<file path="src/rtl/exe_mem_pipe_reg.sv">
// EXE/MEM pipeline register chain carrying write-back control, ALU result and destination
// address. It supports flush, stall and shift, and has a combinational forwarding lookup.
module exe_mem_pipe_reg #(
    parameter int DATA_W = 32,
    parameter int ADDR_W = 5,
    parameter int STAGES = 1
) (
    input  logic              clk,
    input  logic              rst_n,
    input  logic              in_valid,
    input  logic              in_reg_write,
    input  logic              in_mem_or_reg,
    input  logic              in_byte_word,
    input  logic [DATA_W-1:0] in_alu_result,
    input  logic [ADDR_W-1:0] in_wr_addr,
    input  logic              stall,
    input  logic              flush,
    output logic              out_valid,
    output logic              out_reg_write,
    output logic              out_mem_or_reg,
    output logic              out_byte_word,
    output logic [DATA_W-1:0] out_alu_result,
    output logic [ADDR_W-1:0] out_wr_addr,
    input  logic [ADDR_W-1:0] lookup_addr,
    output logic              fwd_hit,
    output logic [DATA_W-1:0] fwd_data,
    output logic [STAGES-1:0] fwd_stage_hits
);

    logic [STAGES-1:0]             valid_q, valid_d, valid_src;
    logic [STAGES-1:0]             rw_q,    rw_d,    rw_src;
    logic [STAGES-1:0]             mor_q,   mor_d,   mor_src;
    logic [STAGES-1:0]             bw_q,    bw_d,    bw_src;
    logic [STAGES-1:0][DATA_W-1:0] data_q,  data_d,  data_src;
    logic [STAGES-1:0][ADDR_W-1:0] addr_q,  addr_d,  addr_src;

    // Shift sources: stage 0 takes the masked input, every later stage takes its predecessor.
    always_comb begin
        valid_src   = '0;
        rw_src      = '0;
        mor_src     = '0;
        bw_src      = '0;
        data_src    = '0;
        addr_src    = '0;
        valid_src[0] = in_valid;
        rw_src[0]    = in_valid & in_reg_write;
        mor_src[0]   = in_valid & in_mem_or_reg;
        bw_src[0]    = in_valid & in_byte_word;
        data_src[0]  = in_alu_result;
        addr_src[0]  = in_wr_addr;
        for (int k = 1; k < STAGES; k++) begin
            valid_src[k] = valid_q[k-1];
            rw_src[k]    = rw_q[k-1];
            mor_src[k]   = mor_q[k-1];
            bw_src[k]    = bw_q[k-1];
            data_src[k]  = data_q[k-1];
            addr_src[k]  = addr_q[k-1];
        end
    end

    always_comb begin
        valid_d = valid_src;
        rw_d    = rw_src;
        mor_d   = mor_src;
        bw_d    = bw_src;
        data_d  = data_src;
        addr_d  = addr_src;
        if (flush) begin
            valid_d = '0;
            rw_d    = '0;
            mor_d   = '0;
            bw_d    = '0;
            data_d  = '0;
            addr_d  = '0;
        end else if (stall) begin
            valid_d = valid_q;
            rw_d    = rw_q;
            mor_d   = mor_q;
            bw_d    = bw_q;
            data_d  = data_q;
            addr_d  = addr_q;
        end
    end

    always_ff @(posedge clk or negedge rst_n) begin
        if (!rst_n) begin
            valid_q <= '0;
            rw_q    <= '0;
            mor_q   <= '0;
            bw_q    <= '0;
            data_q  <= '0;
            addr_q  <= '0;
        end else begin
            valid_q <= valid_d;
            rw_q    <= rw_d;
            mor_q   <= mor_d;
            bw_q    <= bw_d;
            data_q  <= data_d;
            addr_q  <= addr_d;
        end
    end

    assign out_valid      = valid_q[STAGES-1];
    assign out_reg_write  = rw_q[STAGES-1];
    assign out_mem_or_reg = mor_q[STAGES-1];
    assign out_byte_word  = bw_q[STAGES-1];
    assign out_alu_result = data_q[STAGES-1];
    assign out_wr_addr    = addr_q[STAGES-1];

    // Register 0 is hard-wired, so it never matches; the youngest match wins the data mux.
    always_comb begin
        fwd_stage_hits = '0;
        fwd_data       = '0;
        for (int k = 0; k < STAGES; k++) begin
            fwd_stage_hits[k] = valid_q[k] & rw_q[k] & (addr_q[k] == lookup_addr)
                                & (lookup_addr != '0);
        end
        for (int k = STAGES - 1; k >= 0; k--) begin
            if (fwd_stage_hits[k]) fwd_data = data_q[k];
        end
    end

    assign fwd_hit = |fwd_stage_hits;

endmodule

</file>
<file path="config.mk">
export PLATFORM = sky130hd
export DESIGN_NAME = exe_mem_pipe_reg
export DESIGN_NICKNAME = d
export VERILOG_FILES = /design/src/rtl/exe_mem_pipe_reg.sv
export SDC_FILE = /design/constraint.sdc
export NUM_CORES = 1
export LEC_CHECK = 0
export ABC_CLOCK_PERIOD_IN_PS = 2900
export CELL_PAD_IN_SITES_DETAIL_PLACEMENT = 2
export CELL_PAD_IN_SITES_GLOBAL_PLACEMENT = 2
export CORE_MARGIN = 10
export CORE_UTILIZATION = 21
export DETAILED_ROUTE_END_ITERATION = 8
export PLACE_DENSITY = 0.87
export SETUP_SLACK_MARGIN = 0.1
export SKIP_LAST_GASP = 1
export SLEW_MARGIN = 15
export SYNTH_ARGS = -nofsm -noshare
export SYNTH_HDL_FRONTEND = slang
export SYNTH_SLANG_ARGS = --single-unit
</file>
<file path="constraint.sdc">
create_clock -name clk -period 2.9 [get_ports clk]
set_clock_uncertainty 0.1 [all_clocks]
set_input_delay 0.87 -clock clk [delete_from_list [all_inputs] [get_ports clk]]
set_output_delay 0.87 -clock clk [all_outputs]
set_load 0.01 [all_outputs]
</file>
==> flow_summary_export.csv, run 1 <==
group,metric,value,unit
sta,rsz0062_at_grt,"yes",
clock_tree,clkTransAtPathRegs,90,ps
worst_setup_path,rr_worst_depth,3,
clock_tree,clk_latency,280,ps
synthesis,ys_ff_latch,41,
placement,portBuffers,124,
sta,finalMaxSlewViolations,0,
placement,hpwl,7310,um
clock_tree,clock-sinks,41,
floorplanning,dieWidth,125,um
floorplanning,io_pins,125,
synthesis,yosys.area.top_type,"dfrtp_1",
layout,diodes,0,
floorplanning,die_y,125,um
worst_setup_path,startpoint,"lookup_addr[3]",
floorplanning,die_area,15600,um^2
clock_tree,cts_tree,"built",
synthesis,syn_avg_cell_area,12.3,um^2
routing,wl,10200,um
pwr,total_power,0.00162,W
global_routing,antenna_found_initial,0,
sta,setup_ws,-515,ps
sta,setup_viol,34,
global_routing,grt_overflow,0,
pwr,p_leak,1.87,nW
global_routing,grt_max_degree,42,
sta,period_needed,3410,ps
synthesis,yosysTopAreaCellShare,0.443,
sta,hold_viol_final,0,
clock_tree,cts_buffer_depth,2,
min_path,hp-class,"in -> async",
worst_setup_path,cp-end-kind,"output pin",
worst_setup_path,setup.worst_path.class,"in -> out",
routing,viasPerCell,4.40,
routing,route.vias.total,2081,
routing,antenna_left,0,
synthesis,post_synth_num_cell_types,23,
worst_setup_path,r2r_end,"out_wr_addr[1]$_DFFE_PN0P_",
clock_tree,cts_max_level,2,
clock_tree,clockRootBuffer,"clkbuf_8",
layout,finalNetCount,382,
global_routing,grt_pass1_vias,2467,
floorplanning,core-area,10800,um^2
worst_setup_path,worst-path-max-fanout,7,
layout,largest_reg_flops,32,
routing,drc,0,
sta,max_freq,0.293,GHz
floorplanning,row_count,38,
sta,worst_pin_slew,814,ps
worst_setup_path,setup.worst_path.start_class,"input pin",
sta,period_share,1.18,
layout,drive_gt1_frac,0.363,
synthesis,synth_area,2320,um^2
sta,maxSlewHeadroom,0.458,
worst_setup_path,r2r-start,"out_wr_addr[1]$_DFFE_PN0P_",
synthesis,synth.area.top_cells,"dfrtp_1 (44%), nor4b_2 (18%), mux2i_1 (16%)",
flow_run,drv_cap,0,
synthesis,ys_warn_count,0,
clock_tree,cts_hold_buf,0,
routing,wl_per_cell,21.5,um
pwr,ir_drop,0.291,mV
synthesis,syn_nets,239,
global_routing,grt_pass1_wl,15600,um
synthesis,ys_seq_area_frac,0.443,
worst_setup_path,arrival,2440,ps
placement,gp_congestion,0.737,
clock_tree,cts_inserted_buffers,5,
outcome,status,"finished, violations left",
sta,finalSetupTns,-15890,ps
global_routing,grt.total_usage,0.125,
routing,drt_iter0_drc,47,
floorplanning,start_util,0.214,
worst_setup_path,critical_path_required,1930,ps
layout,area_growth,81.9,%
pwr,power.density,383,nW/um^2
routing,dr.pass1.iters,3,
worst_setup_path,r2r_slack,1850,ps
outcome,violations,"negative setup slack",
synthesis,syn_inst,189,
## Yosys cell counts (all sizes together)
cell / number
a21oi: 2
a22oi: 2
buf: 11
clkbuf: 10
dfrtp: 41
mux2i: 37
nand2: 3
nand3b: 1
nor2: 41
nor2b: 1
nor3: 1
nor4b: 32
or4: 2
xnor2: 2
xor2: 3
## per-stage QoR
step	instances	cell area, um^2	hold slack [ps]	worst slack (ps)	utilization
5_1_grt	473	4210	405	-555	0.389
4_1_cts	469	4070	399	-558	0.375
3_5_place_dp	450	3840	444	-1320	0.354
2_1_floorplan	189	2370	461	-212	-
3_3_place_gp	450	3840	428	-1200	0.354
6_report	473	4210	393	-515	0.389
## layer usage
metal,global-route usage,part of all wire
met5,0,0
met4,0.0285,0.013
met3,0.0406,0.064
met2,0.226,0.54
met1,0.137,0.39
## kinds of logic (layout without fill, tap and decap cells)
group / count (synthesis) / in the layout / share of synthesized area
simple gates: 81 / 81 / 0.298
flops: 41 / 41 / 0.443
mux: 37 / 37 / 0.160
buf+inv: 21 / 165 / 0.0692
xor+xnor: 5 / 5 / 0.0189
compound gates: 4 / 4 / 0.0108
## how the worst max path moves through the flow
stage,to
after floorplan,fwd_stage_hits
after global placement,fwd_data[19]
after detailed placement,fwd_data[19]
after CTS,fwd_data[19]
after global routing,fwd_data[8]
final,fwd_data[8]
## placed cells by master, fill, tap and decap left out, drive strengths merged, types with 3 or more instances in the layout
cell           instances
nor4b                 32
clkbuf                 5
nor2                  41
xor2                   3
mux2i                 37
buf                   72
clkdlybuf4s50         82
nand2                  3
dfrtp                 41
## worst max-delay path, stage by stage
cell and delay (ps):
buf_6 90, xor2_2 140, or4_4 610, buf_6 170, buf_12 150, nor4b_4 220
buf_2 180
## report_power, final
| group | internal [W] | leakage (nW) | total (W) | switching, W |
|---|---|---|---|---|
| combinational | 0.000236 | 1.26 | 0.000434 | 0.000198 |
| sequential | 0.000602 | 0.545 | 0.000631 | 0.0000288 |
| clock | 0.000342 | 0.0681 | 0.000550 | 0.000208 |
| total | 0.00118 | 1.87 | 0.00162 | 0.000435 |
## repair_timing
item	CTS	global route
gates cloned	3	0
resized for setup	171	18
pin swaps	6	7
buffers inserted	8	4
setup endpoints to repair	34	34
## layout make-up
class,instances,area [um^2]
well taps,140,175
clock inverters,3,65.1
clock buffers,5,68.8
flip-flops and latches,41,1030
repair buffers,157,1480
multi-input cells,127,1400
fillers,1126,6630
Note: power is estimated with default switching activity, not from simulation.
==> inputs of run 2 (changes only) <==
SLEW_MARGIN = 20   (was 15)
==> results of run 2 <==
No change in the layout: final DEF, timing and power equal those of run 1.
